File: config.mk
export PLATFORM = sky130hd
export DESIGN_NAME = cdc_hold_tx
export DESIGN_NICKNAME = d
export VERILOG_FILES = /design/src/rtl/cdc_pkg.sv /design/src/rtl/cdc_hold_tx.sv
export SDC_FILE = /design/constraint.sdc
export NUM_CORES = 1
export LEC_CHECK = 0
export ABC_AREA = 0
export BUFFER_PORTS_ARGS = -buffer_cell sky130_fd_sc_hd__buf_2
export CORE_AREA = 2 2 39 41
export DETAILED_ROUTE_END_ITERATION = 10
export DIE_AREA = 0 0 41 43
export MAX_ROUTING_LAYER = met4
export PLACE_DENSITY = 0.5
export SLEW_MARGIN = 40
export SYNTH_ARGS = -nofsm -noshare
export SYNTH_HDL_FRONTEND = slang
export SYNTH_SLANG_ARGS = --single-unit
File: constraint.sdc
create_clock -name clka -period 1.87 [get_ports clka]
set_input_delay 0.374 -clock clka [delete_from_list [all_inputs] [get_ports clka]]
set_output_delay 0.374 -clock clka [all_outputs]
set_load 0.005 [all_outputs]
File: src/rtl/cdc_pkg.sv
// rtl/cdc_pkg.sv - shared types and constants for the strobed cross-domain transfer
package cdc_pkg;

    typedef enum logic {
        CDC_IDLE = 1'b0,
        CDC_HOLD = 1'b1
    } cdc_tx_state_t;

    localparam int CDC_HOLD_MIN = 2;

endpackage

File: src/rtl/cdc_hold_tx.sv
// rtl/cdc_hold_tx.sv - source-side hold transmitter; CDC_HOLD_TX_PENDING_EN adds a one-entry pending register
module cdc_hold_tx
    import cdc_pkg::*;
#(
    parameter int SIZE        = 1,
    parameter int HOLD_CYCLES = 8
) (
    input  logic            clka,
    input  logic            rsta,
    input  logic [SIZE-1:0] data_in,
    input  logic            load,
    input  logic            clr_overrun,
    output logic [SIZE-1:0] siga,
    output logic            tgla,
    output logic            busy,
    output logic            overrun
);

    localparam int CW = $clog2(HOLD_CYCLES);

    generate
        if (HOLD_CYCLES < CDC_HOLD_MIN || HOLD_CYCLES > 255) begin : g_bad_hold
            $error("cdc_hold_tx: HOLD_CYCLES out of range 2..255");
        end
    endgenerate

    cdc_tx_state_t   state_q, state_d;
    logic [CW-1:0]   cnt_q, cnt_d;
    logic [SIZE-1:0] siga_q, siga_d;
    logic            tgla_q, tgla_d;
    logic            busy_q, busy_d;
    logic            overrun_q, overrun_d;
    logic            launch;
    logic [SIZE-1:0] launch_word;
    logic            set_overrun;
`ifdef CDC_HOLD_TX_PENDING_EN
    logic            pend_valid_q, pend_valid_d;
    logic [SIZE-1:0] pend_data_q, pend_data_d;
`endif

    always_comb begin
        state_d     = state_q;
        cnt_d       = cnt_q;
        siga_d      = siga_q;
        tgla_d      = tgla_q;
        busy_d      = busy_q;
        launch      = 1'b0;
        launch_word = data_in;
        set_overrun = 1'b0;
`ifdef CDC_HOLD_TX_PENDING_EN
        pend_valid_d = pend_valid_q;
        pend_data_d  = pend_data_q;
`endif
        case (state_q)
            CDC_IDLE: begin
                launch = load;
            end
            CDC_HOLD: begin
                if (cnt_q != '0) begin
                    cnt_d = cnt_q - CW'(1);
                    if (load) begin
`ifdef CDC_HOLD_TX_PENDING_EN
                        set_overrun  = pend_valid_q;
                        pend_valid_d = 1'b1;
                        pend_data_d  = data_in;
`else
                        set_overrun  = 1'b1;
`endif
                    end
                end else if (load) begin
                    // Back-to-back launch takes priority over anything queued.
                    launch = 1'b1;
`ifdef CDC_HOLD_TX_PENDING_EN
                    set_overrun  = pend_valid_q;
                    pend_valid_d = 1'b0;
`endif
                end
`ifdef CDC_HOLD_TX_PENDING_EN
                else if (pend_valid_q) begin
                    launch       = 1'b1;
                    launch_word  = pend_data_q;
                    pend_valid_d = 1'b0;
                end
`endif
                else begin
                    state_d = CDC_IDLE;
                    busy_d  = 1'b0;
                end
            end
            default: state_d = CDC_IDLE;
        endcase

        if (launch) begin
            siga_d  = launch_word;
            tgla_d  = ~tgla_q;
            busy_d  = 1'b1;
            cnt_d   = CW'(HOLD_CYCLES - 1);
            state_d = CDC_HOLD;
        end

        if (set_overrun)      overrun_d = 1'b1;
        else if (clr_overrun) overrun_d = 1'b0;
        else                  overrun_d = overrun_q;
    end

    always_ff @(posedge clka or posedge rsta) begin
        if (rsta) begin
            state_q   <= CDC_IDLE;
            cnt_q     <= '0;
            siga_q    <= '0;
            tgla_q    <= 1'b0;
            busy_q    <= 1'b0;
            overrun_q <= 1'b0;
`ifdef CDC_HOLD_TX_PENDING_EN
            pend_valid_q <= 1'b0;
            pend_data_q  <= '0;
`endif
        end else begin
            state_q   <= state_d;
            cnt_q     <= cnt_d;
            siga_q    <= siga_d;
            tgla_q    <= tgla_d;
            busy_q    <= busy_d;
            overrun_q <= overrun_d;
`ifdef CDC_HOLD_TX_PENDING_EN
            pend_valid_q <= pend_valid_d;
            pend_data_q  <= pend_data_d;
`endif
        end
    end

    assign siga    = siga_q;
    assign tgla    = tgla_q;
    assign busy    = busy_q;
    assign overrun = overrun_q;

endmodule

Word level (Yosys, flattened, before mapping)
Index checks and enable logic that the tools add are counted. W data, S select, Z words.

Register bits after elaboration: 8. Bits in latches: 0. RAM bits: 0. Memory bits (read-only): 0. Input bits: 5. Output and inout port bits: 4. Logic and storage cells: 34. Memories: 0.

Add/subtract/negate cells: 1. $mul: 0. Divide/modulo/power cells: 0. Magnitude comparators: 0. Equal/unequal tests: 2. Shifts and indexed selects: 0. Multiplexer cells: 17. Bitwise gates (word level): 2. Reductions and logical operators: 6.

Operators with widths (number): $mux W1 (13); $mux W3 (3); $reduce_bool A2 Y1 (3); $reduce_and A3 Y1 (1); $reduce_bool A3 Y1 (1); $sub A3 B1 Y3 const B (1); $ne A2 B1 Y1 const B (1); $ne A2 B2 Y1 const B (1); $not A1 Y1 (2); $pmux W1 S2 (1); $reduce_and A2 Y1 (1).

Logic depth before layout (Yosys ltp)
Gate-level depths: netlist of run 1.

Depth after elaboration: 5. Gate-level depth with buffers: 5. Mapped depth without buffers: 5.

Worst setup path before layout of run 1
No wires, ideal clock.

Kind: flip-flop to flip-flop. Start point: register cnt_q[0]. End point: register siga_q (netlist: siga). Library setup time: 0.125 ns. Arrival: 1.175 ns. Required time: 1.745 ns. Path slack: 0.570 ns. Cell stages (with the launch flop): 6. Path buffers: 0. Period minus slack after synthesis: 1.300 ns. Path through: dfrtp_1 inv_1 ha_1 nand2b_4 a21oi_4 mux2_4.

Cells in the longest elaborated chain, start to end: 3.

Ends and longest elaborated chain: from (decl) (line cdc_hold_tx.sv:28) `logic [CW-1:0] cnt_q, cnt_d;`; from (signal assigned) (line cdc_hold_tx.sv:120) `cnt_q <= cnt_d;`; $reduce_bool A3 Y1 (line cdc_hold_tx.sv:59) `if (cnt_q != '0) begin`; $mux W1 (line cdc_hold_tx.sv:59); $pmux W1 S2 (line cdc_hold_tx.sv:54) `case (state_q)`; to (signal assigned) (line cdc_hold_tx.sv:121) `siga_q <= siga_d;`; to (decl) (line cdc_hold_tx.sv:29) `logic [SIZE-1:0] siga_q, siga_d;`.

No other way between the ends. A chain may end at the register's enable or synchronous reset.

Final worst setup path of run 1
Same ends and word-level chain as after synthesis.

==> run metrics, run 1 <==
post-synth top area share 0.514; RSZ-0062 raised after global routing false; # IOs 9; DRT Pass-1 Iters 2; Clock Sinks 8; Hold Crit Class input port to async pin; Stages on worst setup path 5; WP data arrival approximately 1.5 ns; max_cap viols 0; post-route ant nets 0; Post-DP HPWL 471 um; CTS tree built; Post-Syn Area between 300 and 400 um2; commonest cells after routing, fill and taps aside dfrtp_1, buf_2, inv_1; Hold Vio Cnt, Final 0; Worst Path Buf+Inv 1; Slew Viols, Final 0; share of layout cells above drive strength 1 0.333; Placer Congestion 0.653; die area roughly 0.0018 mm2; die width 41 um; crit share post-route 0.726; synth unique cells 15; outcome completed; pin count of the biggest net entering global routing 9; CP Class flip-flop to flip-flop; drc violations 0; Area Overhead vs Synth 21.2%; r2r setup slk approximately 0.5 ns; Yosys reg bits 8; drt wl/cell 9.97 um; initial antenna violation count 0; Rows 14; setup violators final 0; routed via count 250; VDD IR max 0.592 mV; area leader, netlist dfrtp_1; Chip Height about 43 um; Post-CTS Resized 0; critical path endpoint category flip-flop; Critical Path, Cell by Cell inv_1 -> ha_1 -> nand2b_4 -> a21oi_4 -> mux2_4; post-synthesis sequential area ratio 0.514; Antenna Cells 0; post-layout minimum cycle time 1.36 ns; port buffer count 8; CTS Buf Count 3; Filler Cells Inserted approximately 150; initial core utilization 0.281; RR Endpoint siga; deepest clock path buffer count 2; GR Overflow Total 0; # nets final 54; CP top delay family flip-flops; number of global-route vias before repair 253; Cells after Synth 34; Synth Warn # 0; First DRT Iteration DRCs 1; Vias/cell 4.10; highest clock rate 736 MHz; clock skew 0.00226 ns; Worst-path clk slew 0.05 ns; cell count of the worst reg-to-reg path 5; crit path launch type flip-flop; Max-slew headroom 0.792; synth top area cells dfrtp_1, mux2i_1, ha_1; WHS between 0.05 and 0.06 ns; P_leak 0.252 nW; Synthesized Nets 41; crit path max fanout 3; first-pass GRT wire length 1060 um; GRT Total Usage 0.0958; final WL 608 um; root buf cell clkbuf_4; CP required 2.00 ns; cell area power density 1610 mW/mm2; RR Startpoint cnt_q[0]; Total Neg Setup Slack 0 ns; CP max stage delay 0.39 ns; Hold Buf Count CTS 0; H-tree depth 1; Worst Tran Pin Value roughly 0.31 ns; Clock Latency Late Sink between 0.2 and 0.3 ns; Crit-path slowest cell dfrtp_1; Core ar. 0.00138 mm2; post-CTS setup buffers 0; syn_area_per_cell about 11 um2
cells in the mapped netlist, drive strengths merged:
master / n
xor2: 1
mux2i: 3
a21oi: 1
o22ai: 1
ha: 2
inv: 6
nand2: 4
dfrtp: 8
nand2b: 1
and2b: 1
nor2: 2
mux2: 1
a2bb2oi: 1
o21ai: 2
per-layer routing:
layer	global-route usage	part of all wire	up-vias
met3	0.0314	0.043	0
met1	0.127	0.48	113
met4	0.0800	0	0
met5	-	0	-
li1	-	-	131
met2	0.113	0.47	6
kinds of logic (layout without fill, tap and decap cells):
kind of cell | Yosys count | after routing | share of synthesized area
compound gates | 5 | 5 | 0.106
flops | 8 | 8 | 0.514
fa+ha+maj | 2 | 2 | 0.0643
simple gates | 8 | 8 | 0.119
xor+xnor | 1 | 1 | 0.0225
buf+inv | 6 | 17 | 0.0579
mux | 4 | 4 | 0.116
report_power, final:
group / total [W] / switching [W] / internal, W
combinational: 0.000321 / 0.000147 / 0.000174
sequential: 0.000309 / 0.0000534 / 0.000255
clock: 0.000131 / 0.0000580 / 0.0000734
total: 0.000761 / 0.000258 / 0.000503
worst max-delay path by stage:
stage	slack (ns)	end	from
2_1_floorplan	0.57	siga	cnt_q[0]
3_3_place_gp	0.53	siga	cnt_q[0]
3_5_place_dp	0.52	siga	cnt_q[0]
4_1_cts	0.50	siga	cnt_q[0]
5_1_grt	0.45	siga	cnt_q[0]
6_report	0.51	siga	cnt_q[0]
flip-flops by register name (all words and copies together) (netlist names):
register and count:
cnt_q 3, busy 1, overrun 1, siga 1, state_q 1, tgla 1
metrics by stage:
step | util | area, um2 | worst slack, ns | instances | power, W
after floorplan | - | 389 | 0.570 | 34 | 0.000554
after global placement | 0.325 | 449 | 0.528 | 58 | 0.000636
after detailed placement | 0.325 | 449 | 0.521 | 58 | 0.000639
after CTS | 0.341 | 472 | 0.504 | 61 | 0.000774
after global routing | 0.341 | 472 | 0.451 | 61 | 0.000832
final | 0.341 | 472 | 0.512 | 61 | 0.000761
area by class of cell:
| cell class | instances | area (um2) | area share |
|---|---|---|---|
| Clock buffer | 3 | 22.5 | 0.0477 |
| Inverter | 6 | 22.5 | 0.0477 |
| Multi-Input combinational cell | 20 | 166 | 0.353 |
| Sequential cell | 8 | 200 | 0.424 |
| Tap cell | 16 | 20.0 | 0.0424 |
| Timing Repair Buffer | 8 | 40.0 | 0.0849 |
worst reg2reg max path, delay by kind of cell, from the launching register on:
kind	cells	cell delay, ns
simple gates	1	0.08
flops	1	0.39
mux	1	0.31
buf+inv	1	0.08
compound gates	1	0.18
fa+ha+maj	1	0.21
(Power assumes the default switching activity.)
==> run 2, diff against run 1 <==
- PLACE_DENSITY: 0.5 -> 0.51
- clock period: 1.87 -> 1.24 ns (I/O delays scaled with it)
==> run 2 against run 1 <==
Net effect: critical endpoint unchanged; worst hold slack gained 0.11 ns; die area is the same; critical path depth is the same; sequential power grew 52%; highest routed layer is now met4; sequential cell count is the same; largest cell class unchanged.
==> run metrics, run 2 (synthesis results as in run 1) <==
outcome completed; pin count of the biggest net entering global routing 9; post-route ant nets 0; Worst Tran Pin Value around 0.30 ns; setup violators final 0; port buffer count 8; # IOs 9; DRT Pass-1 Iters 4; Total Neg Setup Slack 0 ns; die area 0.00176 mm2; RSZ-0062 raised after global routing true; Most flops, register cnt_q; GR Overflow Total 0; initial core utilization 0.281; Finished Core Util 0.388; Core ar. 0.00138 mm2; CTS tree built; deepest clock path buffer count 2; Final Total Pwr about 0.0013 W; drt wl/cell 9.51 um; initial antenna violation count 0; Filler Cells Inserted 153; max reg flops 3; final WL 637 um; Vias/cell between 4 and 5; Max-slew headroom 0.797; crit path max fanout 2; CP required between 1 and 1.5 ns; First DRT Iteration DRCs 3; crit path launch type flip-flop; highest clock rate 822 MHz; share of layout cells above drive strength 1 0.451; Reg area 200 um2; footprint of the multi-input gates 184 um2; Clock Sinks 8; Area Overhead vs Synth 37.9%; Slew Viols, Final 0; clock skew 0.00465 ns; post-CTS setup buffers 0; Placer Congestion ~0.77; crit share post-route 0.981; root buf cell clkbuf_4; Post-DP HPWL 512 um; CP Class flip-flop to flip-flop; first-pass GRT wire length around 1100 um; number of global-route vias before repair 268; Worst-path clk slew around 0.050 ns; VDD IR max 0.888 mV; # nets final 60; drc violations 0; Hold Crit Class input port to flip-flop; commonest cells after routing, fill and taps aside dfrtp_1, buf_2, buf_4, inv_1; P_leak 0.279 nW; cell area power density 2430 mW/mm2; Antenna Cells 0; Clock Latency Late Sink 0.25 ns; post-layout minimum cycle time 1.22 ns; Hold Vio Cnt, Final 0; GRT Total Usage 0.108; setup slack after layout 0.0239 ns; Rows 14; H-tree depth 1; WP data arrival about 1.4 ns; pre-CTS setup slack -0.0387 ns; critical path endpoint category flip-flop; Chip Height 43 um; CTS Buf Count 3; routed via count 290; die width ~41 um; max_cap viols 0
[run 2: changes by cell type in the layout (fill, tap and decap cells not counted), sizes merged]
cell / change
buf: +5
dlygate4sd3: +1
[run 2: layer usage]
layer / vias up / global-route usage / wire [um]
li1: 146 / - / -
met1: 133 / 0.115 / 270
met2: 9 / 0.141 / 306
met3: 2 / 0.0942 / 54
met4: 0 / 0.0400 / 5
met5: - / - / 0
[run 2: where the power goes]
group	internal, W	total [W]	switching, W	leakage (nW)
sequential	0.000385	0.000470	0.0000851	0.0917
combinational	0.000376	0.000638	0.000262	0.173
clock	0.000110	0.000194	0.0000840	0.0138
total	0.000871	0.00130	0.000431	0.279
[run 2: final timing paths]
kind                                  start       to  slack (ns)  depth (start not counted)
worst max-delay path               cnt_q[0]     siga        0.02                          5
worst min register to register         tgla     tgla        0.46                          1
worst max register to register     cnt_q[0]     siga        0.02                          5
max in group asynchronous              rsta     tgla        0.53                          3
worst min-delay path            clr_overrun  overrun        0.17                          2
min in group asynchronous              rsta     siga        0.48                          3
[run 2: metrics by stage]
| step | cell area [um2] | instances | hold WS, ns |
|---|---|---|---|
| after floorplan | 392 | 34 | 0.0637 |
| after global placement | 489 | 63 | 0.209 |
| after detailed placement | 489 | 63 | 0.217 |
| after CTS | 532 | 67 | 0.161 |
| after global routing | 537 | 67 | 0.158 |
| final | 537 | 67 | 0.170 |
[run 2: final cells by class]
| type | count | area share |
|---|---|---|
| sequential | 8 | 0.373 |
| multi-input combinational | 20 | 0.343 |
| timing repair buffer | 14 | 0.163 |
| clock buffer | 3 | 0.0420 |
| inverter | 6 | 0.0420 |
| tap | 16 | 0.0373 |
[run 2: timing repair]
item | CTS | global route
gates resized for setup | 3 | 1
hold buffers | 1 | 0
hold endpoints to repair | 8 | 0
setup endpoints to repair | 3 | 4
pin swaps | 1 | 0
[run 2: critical path, stage by stage, from the launching register on]
cell,delay (ns)
dfrtp_1,0.38
inv_2,0.08
ha_4,0.15
nand2b_4,0.06
a21oi_4,0.13
mux2_4,0.30
==> run 3, diff against run 2 <==
- CELL_PAD_IN_SITES_DETAIL_PLACEMENT: unset -> 0
- CELL_PAD_IN_SITES_GLOBAL_PLACEMENT: unset -> 1
- PLACE_DENSITY: 0.51 -> 0.61
==> run 3 against run 2 <==
Net effect: count of clock-buffer cells in the layout is the same; register-to-register slack got worse by 0.03 ns; sequential share of layout area shrank 1.7 points; first-iteration DRC count down 100%; non-clock buffer count rose by 1; die area did not move; the run now ends with setup timing left; fmax shrank 2.4%; cell count rose by 1.5%; worst setup slack got worse by 0.029 ns.
==> run metrics, run 3 (synthesis results as in run 1) <==
Placer Congestion about 0.68; VDD IR max 0.997 mV; die area 0.00176 mm2; Rows 14; GRT Total Usage 0.111; deepest clock path buffer count 2; max reg flops 3; critical path endpoint category flip-flop; clock skew 0.00585 ns; Post-DP HPWL 560 um; # nets final a little over 60; share of layout cells above drive strength 1 0.519; RSZ-0062 raised after global routing true; routed via count 284; post-layout minimum cycle time 1.25 ns; P_leak 0.286 nW; max_cap viols 0; Area Overhead vs Synth 44.4%; drt wl/cell 10.1 um; highest clock rate ~800 MHz; Slew Viols, Final 0; Hold Crit Class input port to flip-flop; DRT Pass-1 Iters 1; Finished Core Util 0.406; Worst Tran Pin Value around 0.30 ns; Antenna Cells 0; Clock Latency Late Sink approximately 0.25 ns; drc violations 0; initial core utilization 0.281; Most flops, register cnt_q; Chip Height 43 um; crit share post-route 1.00; first-pass GRT wire length approximately 1200 um; Max-slew headroom 0.799; Core ar. 0.00138 mm2; Critical Path, Cell by Cell inv_2 -> ha_4 -> nand2b_4 -> a21oi_4 -> mux2_4; GR Overflow Total 0; Clock Sinks 8; CTS Buf Count 3; Hold Vio Cnt, Final 0; setup violators final 1; CP max stage delay 0.39 ns; First DRT Iteration DRCs 0; setup slack after layout -0.00548 ns; port buffer count 8; final WL between 600 and 700 um; number of global-route vias before repair just over 300; WP data arrival around 1.4 ns; cell area power density 2460 mW/mm2; initial antenna violation count 0; CTS tree built; outcome finished with violations; # IOs 9; crit path max fanout 2; pre-CTS setup slack -0.0483 ns; CP required 1.37 ns; Crit-path slowest cell dfrtp_1; die width 41 um; commonest cells after routing, fill and taps aside dfrtp_1, buf_2, buf_4, inv_1; crit path launch type flip-flop; pin count of the biggest net entering global routing 9; H-tree depth 1; root buf cell clkbuf_4; post-route ant nets 0; Worst-path clk slew 0.05 ns; CP Class flip-flop to flip-flop; failing checks setup timing; Vias/cell ~4.2
==> run 3: routing by layer <==
metal,wire [um],vias up,global-route usage
li1,-,146,-
met1,278,133,0.117
met2,381,5,0.166
met3,27,0,0.0314
met4,0,0,0.0800
met5,0,-,-
==> run 3: area by class of cell <==
cell class | count | area [um2]
clock buffer | 3 | 22.5
fill | 134 | 822
inverter | 6 | 22.5
multi-input combinational | 20 | 201
sequential | 8 | 200
tap | 16 | 20.0
timing repair buffer | 15 | 95.1
==> run 3: worst max-delay path: cells and delay by family, from the launching register on <==
family	cells	cell delay (ns)
buf+inv	1	0.08
fa+ha+maj	1	0.15
simple gates	1	0.06
mux	1	0.31
flops	1	0.39
compound gates	1	0.14
==> run 3: final timing paths <==
path                        startpoint  endpoint  slack, ns  cells after the start
max                           cnt_q[0]      siga     -0.005                      5
max in group asynchronous         rsta      busy       0.52                      3
min reg2reg                   cnt_q[2]  cnt_q[2]       0.50                      1
max reg2reg                   cnt_q[0]      siga     -0.005                      5
min in group asynchronous         rsta   overrun       0.48                      3
min                        clr_overrun   overrun       0.18                      2
==> run 3: stage by stage <==
| step | hold WS, ns | power, W | cell area, um2 | TNS, ns | cells |
|---|---|---|---|---|---|
| floorplan | 0.0637 | 0.000840 | 392 | -0.0232 | 34 |
| global placement | 0.198 | 0.00104 | 489 | -0.0254 | 63 |
| detailed placement | 0.208 | 0.00108 | 489 | -0.127 | 63 |
| CTS | 0.174 | 0.00132 | 532 | -0.00752 | 67 |
| global route | 0.171 | 0.00151 | 562 | -0.0922 | 68 |
| finish | 0.181 | 0.00138 | 562 | -0.00548 | 68 |
==> run 3: repair_timing <==
action	4_1_cts	5_1_grt
hold buffers	1	0
pin swaps	1	0
endpoints found under the setup margin	5	5
hold endpoints to repair	8	0
buffers inserted	0	1
resized for setup	3	4
==> run 3: power by group <==
part | internal, W | switching, W
Sequential | 0.000385 | 0.000102
Combinational | 0.000418 | 0.000286
Clock | 0.000110 | 0.0000795
